===== src/rtl/unified_mem_arbiter_pkg.sv =====
// Shared encodings for the unified memory arbiter:
// FSM states, grant identifiers and default access latency.
package unified_mem_arbiter_pkg;

  typedef enum logic [1:0] {
    IDLE   = 2'b00,
    BUSY_I = 2'b01,
    BUSY_D = 2'b10
  } state_t;

  localparam logic GRANT_IF = 1'b0;
  localparam logic GRANT_D  = 1'b1;

  localparam int DEF_MEM_LATENCY = 4;

endpackage


===== src/rtl/mem_latency_counter.sv =====
// Down-counter timing one memory access; done marks
// the final cycle of a loaded access.
module mem_latency_counter #(
  parameter int W = 2
) (
  input  logic         clk,
  input  logic         reset,
  input  logic         load,
  input  logic [W-1:0] load_val,
  output logic         done
);

  logic [W-1:0] count;
  logic         busy;

  always_ff @(posedge clk) begin
    if (reset) begin
      count <= '0;
      busy  <= 1'b0;
    end else if (load) begin
      count <= load_val;
      busy  <= 1'b1;
    end else if (busy) begin
      if (count == '0)
        busy <= 1'b0;
      else
        count <= count - 1'b1;
    end
  end

  assign done = busy && (count == '0);

endmodule


===== src/rtl/unified_mem_arbiter.sv =====
// Round-robin arbiter sharing one single-port memory
// between instruction fetch and data access.
module unified_mem_arbiter
  import unified_mem_arbiter_pkg::*;
#(
  parameter int WORD_W      = 32,
  parameter int ADDR_W      = 32,
  parameter int MEM_LATENCY = DEF_MEM_LATENCY
) (
  input  logic              clk,
  input  logic              reset,
  input  logic              if_req,
  input  logic [ADDR_W-1:0] if_addr,
  output logic              if_ready,
  output logic [WORD_W-1:0] if_rdata,
  input  logic              d_req,
  input  logic              d_we,
  input  logic [ADDR_W-1:0] d_addr,
  input  logic [WORD_W-1:0] d_wdata,
  output logic              d_ready,
  output logic [WORD_W-1:0] d_rdata,
  output logic [ADDR_W-1:0] m_addr,
  output logic [WORD_W-1:0] m_wdata,
  output logic              m_we,
  input  logic [WORD_W-1:0] m_rdata
);

  localparam int CNT_W =
    (MEM_LATENCY > 1) ? $clog2(MEM_LATENCY) : 1;
  localparam logic [CNT_W-1:0] LOAD_VAL =
    CNT_W'(MEM_LATENCY - 1);

  state_t state, state_nx;
  logic   last_grant;
  logic   pend_we;
  logic   done;
  logic   grant;
  logic   grant_id;

  mem_latency_counter #(.W(CNT_W)) u_cnt (
    .clk      (clk),
    .reset    (reset),
    .load     (grant),
    .load_val (LOAD_VAL),
    .done     (done)
  );

  always_ff @(posedge clk) begin
    if (reset)
      state <= IDLE;
    else
      state <= state_nx;
  end

  always_comb begin
    state_nx = state;
    grant    = 1'b0;
    grant_id = GRANT_IF;
    unique case (state)
      IDLE: begin
        if (if_req && d_req) begin
          grant    = 1'b1;
          grant_id = ~last_grant;
        end else if (if_req) begin
          grant    = 1'b1;
          grant_id = GRANT_IF;
        end else if (d_req) begin
          grant    = 1'b1;
          grant_id = GRANT_D;
        end
        if (grant)
          state_nx = (grant_id == GRANT_D) ? BUSY_D : BUSY_I;
      end
      BUSY_I, BUSY_D: begin
        if (done)
          state_nx = IDLE;
      end
      default: state_nx = IDLE;
    endcase
  end

  // Address/data are captured once; later input changes are ignored.
  always_ff @(posedge clk) begin
    if (reset) begin
      m_addr     <= '0;
      m_wdata    <= '0;
      pend_we    <= 1'b0;
      last_grant <= GRANT_D;
    end else if (grant) begin
      last_grant <= grant_id;
      if (grant_id == GRANT_D) begin
        m_addr  <= d_addr;
        pend_we <= d_we;
        if (d_we)
          m_wdata <= d_wdata;
      end else begin
        m_addr  <= if_addr;
        pend_we <= 1'b0;
      end
    end
  end

  assign if_ready = (state == BUSY_I) && done;
  assign d_ready  = (state == BUSY_D) && done;
  assign m_we     = d_ready && pend_we;
  assign if_rdata = if_ready ? m_rdata : '0;
  assign d_rdata  = d_ready ? m_rdata : '0;

endmodule


===== config.mk =====
export PLATFORM = sky130hd
export DESIGN_NAME = unified_mem_arbiter
export DESIGN_NICKNAME = d
export VERILOG_FILES = /design/src/rtl/unified_mem_arbiter_pkg.sv /design/src/rtl/mem_latency_counter.sv /design/src/rtl/unified_mem_arbiter.sv
export SDC_FILE = /design/constraint.sdc
export NUM_CORES = 1
export LEC_CHECK = 0
export CORE_ASPECT_RATIO = 1.4
export CORE_MARGIN = 3
export CORE_UTILIZATION = 35
export DETAILED_ROUTE_END_ITERATION = 10
export PLACE_DENSITY = 0.86
export SETUP_SLACK_MARGIN = 0.1
export SYNTH_ARGS = -nofsm -noshare
export SYNTH_HDL_FRONTEND = slang
export SYNTH_SLANG_ARGS = --single-unit
export TNS_END_PERCENT = 5

===== constraint.sdc =====
create_clock -name clk -period 1.6 [get_ports clk]
set_input_delay 0.32 -clock clk [delete_from_list [all_inputs] [get_ports clk]]
set_output_delay 0.32 -clock clk [all_outputs]
set_load 0.03 [all_outputs]

==> metrics.txt <==
# TYPE chip_impl_metric gauge
chip_impl_metric{name="data_arrival_time_at_the_worst_slack_endpoint",unit="ns"} 1.59
chip_impl_metric{name="met1Wirelength",unit="microns"} 4800
chip_impl_metric{name="synth_seq_area_share",unit="%"} 37.8
chip_impl_metric{name="initialDrtViolationCount",unit=""} 128
chip_impl_metric{name="hold-worst-slack",unit="ns"} 0.464
chip_impl_metric{name="power_leakage",unit="nW"} 3.13
chip_impl_metric{name="post-route-drc-count",unit=""} 0
chip_impl_info{name="final_common_cell",value="sky130_fd_sc_hd__clkdlybuf4s50_1"} 1
chip_impl_metric{name="drive_above_1_share",unit="%"} 27.6
chip_impl_metric{name="post_synth_inst_count",unit=""} 442
chip_impl_metric{name="pwr-share-seq",unit="%"} 29.3
chip_impl_metric{name="syn-mean-instance-area",unit="sq um"} 8.50
chip_impl_metric{name="clkSinkCount",unit=""} 71
chip_impl_metric{name="worst-path-buf-inv",unit=""} 3
chip_impl_metric{name="clk_pin_slew_worst_paths",unit="ns"} 0.06
chip_impl_metric{name="syn-num-nets",unit=""} 580
chip_impl_metric{name="vias",unit=""} 4188
chip_impl_info{name="cp_top_family",value="buffers and inverters"} 1
chip_impl_metric{name="worstSkewPairLatency",unit="ns"} 0.34
chip_impl_metric{name="fp.dieW",unit="microns"} 93.6
chip_impl_metric{name="total_met3_wirelength_after_detailed_routing",unit="microns"} 1250
chip_impl_metric{name="global_route.overflow_total",unit=""} 0
chip_impl_metric{name="synthesis.yosys.warnings",unit=""} 0
chip_impl_info{name="ctsRootBufferMaster",value="sky130_fd_sc_hd__clkbuf_16"} 1
chip_impl_metric{name="clockBufferDepth",unit=""} 2
chip_impl_metric{name="cts_max_level",unit=""} 3
chip_impl_metric{name="grt_first_pass_wirelength",unit="microns"} 21100
chip_impl_metric{name="port_buffers",unit=""} 263
chip_impl_metric{name="count_of_flip_flops_with_a_built_in_enable_after_synthesis",unit=""} 0
chip_impl_metric{name="total_area_of_sequential_cells",unit="sq um"} 1430
chip_impl_metric{name="multi_input_gate_area",unit="sq um"} 2310
chip_impl_metric{name="dp_cells",unit=""} 823
chip_impl_metric{name="yosys_register_bits",unit=""} 71
chip_impl_metric{name="finalHoldViolCount",unit=""} 0
chip_impl_info{name="topRoutingLayerUsed",value="met4"} 1
chip_impl_metric{name="hold_buffers",unit=""} 0
chip_impl_metric{name="totalPowerFinal",unit="mW"} 7.81
chip_impl_metric{name="min_period_over_period",unit="%"} 119
chip_impl_metric{name="start_util",unit="%"} 36.1
chip_impl_metric{name="grt_pass1_vias",unit=""} 4185
chip_impl_metric{name="drt-wirelength-per-cell",unit="microns"} 17.0
chip_impl_info{name="outcome",value="complete, but fails checks"} 1
chip_impl_metric{name="i_o_pin_count",unit=""} 264
chip_impl_metric{name="placement_rows",unit=""} 44
chip_impl_metric{name="floorplan.die_area",unit="sq um"} 12000
chip_impl_metric{name="slew_headroom",unit="%"} 73.3
chip_impl_metric{name="avgViaCountPerCell",unit=""} 4.96
chip_impl_metric{name="antenna_violating_nets_post_route",unit=""} 0
chip_impl_metric{name="maximum_cell_stage_delay_along_the_critical_path",unit="ns"} 0.34
chip_impl_metric{name="clock_power_share",unit="%"} 27.3
chip_impl_metric{name="max_clock_freq",unit="MHz"} 524
chip_impl_info{name="min_path_type",value="reg2reg"} 1
chip_impl_metric{name="die_height",unit="microns"} 129
chip_impl_info{name="critical_path.most_common_cell",value="sky130_fd_sc_hd__buf_6"} 1
chip_impl_info{name="critPathCaptureType",value="output port"} 1
chip_impl_metric{name="post-dp-hpwl",unit="microns"} 10800
chip_impl_info{name="leading_cell_types_in_the_layout_fill_and_taps_excluded",value="sky130_fd_sc_hd__clkdlybuf4s50_1, sky130_fd_sc_hd__buf_6, sky130_fd_sc_hd__dfxtp_1"} 1
chip_impl_metric{name="internal_power",unit="mW"} 4.95
chip_impl_metric{name="maxSlewViolCount",unit=""} 0
chip_impl_metric{name="yosys.cell_types.count",unit=""} 31
chip_impl_metric{name="dr_wl_met2",unit="microns"} 7890
chip_impl_info{name="postSynth.topFlopCell",value="sky130_fd_sc_hd__dfxtp_1"} 1
chip_impl_metric{name="route.final.wire_length",unit="microns"} 14300
chip_impl_info{name="crit_chain",value="buf_6 -> ha_4 -> and3_4 -> clkbuf_16 -> and2_4 -> buf_6"} 1
chip_impl_metric{name="ys_async_sr_fraction",unit="%"} 0
chip_impl_metric{name="num-nets-final",unit=""} 840
chip_impl_info{name="synth_area_leader_cell",value="sky130_fd_sc_hd__dfxtp_1"} 1
chip_impl_metric{name="synthesis.area",unit="sq um"} 3760
chip_impl_metric{name="routabilityCongestion",unit=""} 0.815
chip_impl_metric{name="grt_antenna_before_repair",unit=""} 0
chip_impl_metric{name="fill_cells",unit=""} 803
chip_impl_metric{name="p_switching",unit="mW"} 2.85
chip_impl_info{name="rsz0062_at_grt",value="true"} 1
chip_impl_metric{name="antenna_cells_inserted",unit=""} 0
chip_impl_metric{name="synthToLayoutAreaGrowth",unit="%"} 94.3
chip_impl_metric{name="finalWorstPathRequiredPeriod",unit="ns"} 1.91
chip_impl_metric{name="drt-pass1-iter-count",unit=""} 4
chip_impl_metric{name="crit_fanout",unit=""} 8
chip_impl_info{name="violated_checks",value="setup timing"} 1
chip_impl_metric{name="grt_start_max_net_pins",unit=""} 47
chip_impl_metric{name="worst_ir_drop_vdd",unit="mV"} 0.717
chip_impl_metric{name="cp.required",unit="ns"} 1.28
chip_impl_info{name="worst_path_max_delay_cell",value="sky130_fd_sc_hd__dfxtp_2"} 1
chip_impl_metric{name="switching_part_of_the_total_power",unit="%"} 36.5
chip_impl_metric{name="worst_setup_margin",unit="ns"} -0.307
chip_impl_metric{name="report.final.setup_viol",unit=""} 67
chip_impl_metric{name="cellPowerDensity",unit="nW/um^2"} 1070
chip_impl_metric{name="max_cap_viol_count",unit=""} 0
chip_impl_metric{name="cts_buffers",unit=""} 9
chip_impl_metric{name="instances_no_fill",unit=""} 845
chip_impl_metric{name="fin_skew",unit="ns"} 0.00872
chip_impl_info{name="worst_setup_path_start_kind",value="flip-flop"} 1
chip_impl_info{name="clock_tree_from_tritoncts",value="built"} 1
chip_impl_metric{name="post-place-ws",unit="ns"} -0.317
chip_impl_metric{name="synth_largest_type_area_fraction",unit="%"} 37.8
chip_impl_metric{name="power.combinational.fraction",unit="%"} 43.3
chip_impl_metric{name="global_route.usage.total",unit="%"} 22.3
chip_impl_info{name="cp_class",value="reg2out"} 1
chip_impl_metric{name="coreArea",unit="sq um"} 10400
chip_impl_metric{name="worstMarginPinSlew",unit="ns"} 0.402
chip_impl_info{name="synth.top_cells.by_area",value="sky130_fd_sc_hd__dfxtp_1, sky130_fd_sc_hd__and2_1, sky130_fd_sc_hd__nand2b_1"} 1
## final cells by class
class | instances | share of cell area (%)
clock inverters | 6 | 1.27
repair buffers | 292 | 41.8
flip-flops and latches | 71 | 19.5
clock buffers | 10 | 3.14
multi-input cells | 323 | 31.6
well taps | 138 | 2.37
inverters | 5 | 0.257
## through the flow
stage | TNS, ns | instance area [sq um] | utilization [%]
floorplan | 0 | 3900 | -
global placement | -11.52 | 6600 | 63.4
detailed placement | -15.61 | 6600 | 63.4
CTS | -18.86 | 7200 | 69.2
global route | -22.52 | 7300 | 70.2
finish | -17.43 | 7300 | 70.2
## layer usage
layer / GRT usage [%] / vias to the layer above
met2: 43.6 / 208
li1: - / 2034
met3: 6.49 / 25
met5: 0 / -
met4: 8.76 / 0
met1: 21.5 / 1921
## flip-flops by register name, summed over array words and instances (netlist names)
register / flops
u_cnt.busy: 1
pend_we: 1
m_addr: 32
state: 2
u_cnt.count: 2
last_grant: 1
m_wdata: 32
## power groups by stage
stage	Sequential (mW)	Combinational (mW)	Clock [mW]
global placement	2.32	3.32	0
floorplan	2.87	1.36	0
CTS	2.29	3.34	2.19
global route	2.33	3.61	2.26
detailed placement	2.32	3.40	0
finish	2.29	3.38	2.14
## cells in the mapped netlist, types with 2 or more instances
cell type,number
sky130_fd_sc_hd__nand2_1,2
sky130_fd_sc_hd__nand3_1,32
sky130_fd_sc_hd__a21oi_1,6
sky130_fd_sc_hd__nand2b_1,64
sky130_fd_sc_hd__o21ai_0,35
sky130_fd_sc_hd__buf_4,2
sky130_fd_sc_hd__inv_1,5
sky130_fd_sc_hd__and3_1,3
sky130_fd_sc_hd__buf_2,9
sky130_fd_sc_hd__nor2_1,34
sky130_fd_sc_hd__dfxtp_1,71
sky130_fd_sc_hd__ha_1,5
sky130_fd_sc_hd__clkbuf_1,28
sky130_fd_sc_hd__mux2i_1,32
sky130_fd_sc_hd__and2_1,65
sky130_fd_sc_hd__a311oi_1,32
sky130_fd_sc_hd__buf_8,3
## repair_timing
item | 4_1_cts | 5_1_grt
setup buffers | 2 | 0
endpoints found under the hold margin | 0 | 0
resized for setup | 156 | 20
pin swaps | 9 | 17
gates cloned | 2 | 2
endpoints found under the setup margin | 187 | 134
## final timing paths
check / to / startpoint / slack, ns / cells after the start
max: if_rdata[24] / state[0]$_SDFFE_PP0P_ / -0.31 / 6
min: pend_we$_SDFFE_PP0P_ / pend_we$_SDFFE_PP0P_ / 0.46 / 2
max reg2reg: m_wdata[1]$_SDFFE_PP0P_ / state[1]$_SDFFE_PP0P_ / 0.06 / 6
min reg2reg: pend_we$_SDFFE_PP0P_ / pend_we$_SDFFE_PP0P_ / 0.46 / 2
## worst reg2reg max path, stage by stage, from the launching register on
cell                      delay, ns
sky130_fd_sc_hd__dfxtp_2       0.33
sky130_fd_sc_hd__inv_2         0.09
sky130_fd_sc_hd__ha_2          0.25
sky130_fd_sc_hd__buf_4         0.13
sky130_fd_sc_hd__and3_2        0.19
sky130_fd_sc_hd__buf_12        0.24
sky130_fd_sc_hd__mux2i_1       0.25
## logic make-up (layout without fill, tap and decap cells)
logic type	Yosys count	after routing	share of synthesized area [%]
AOI/OAI and AO/OA	78	78	14.3
and+or+nand+nor	206	206	31.0
muxes	33	33	8.82
adders and majority gates	5	5	1.67
buffers and inverters	48	313	6.23
DFF	71	71	37.8
xor gates and xnor gates	1	1	0.233
No activity file was read; power rests on OpenSTA's default activity.
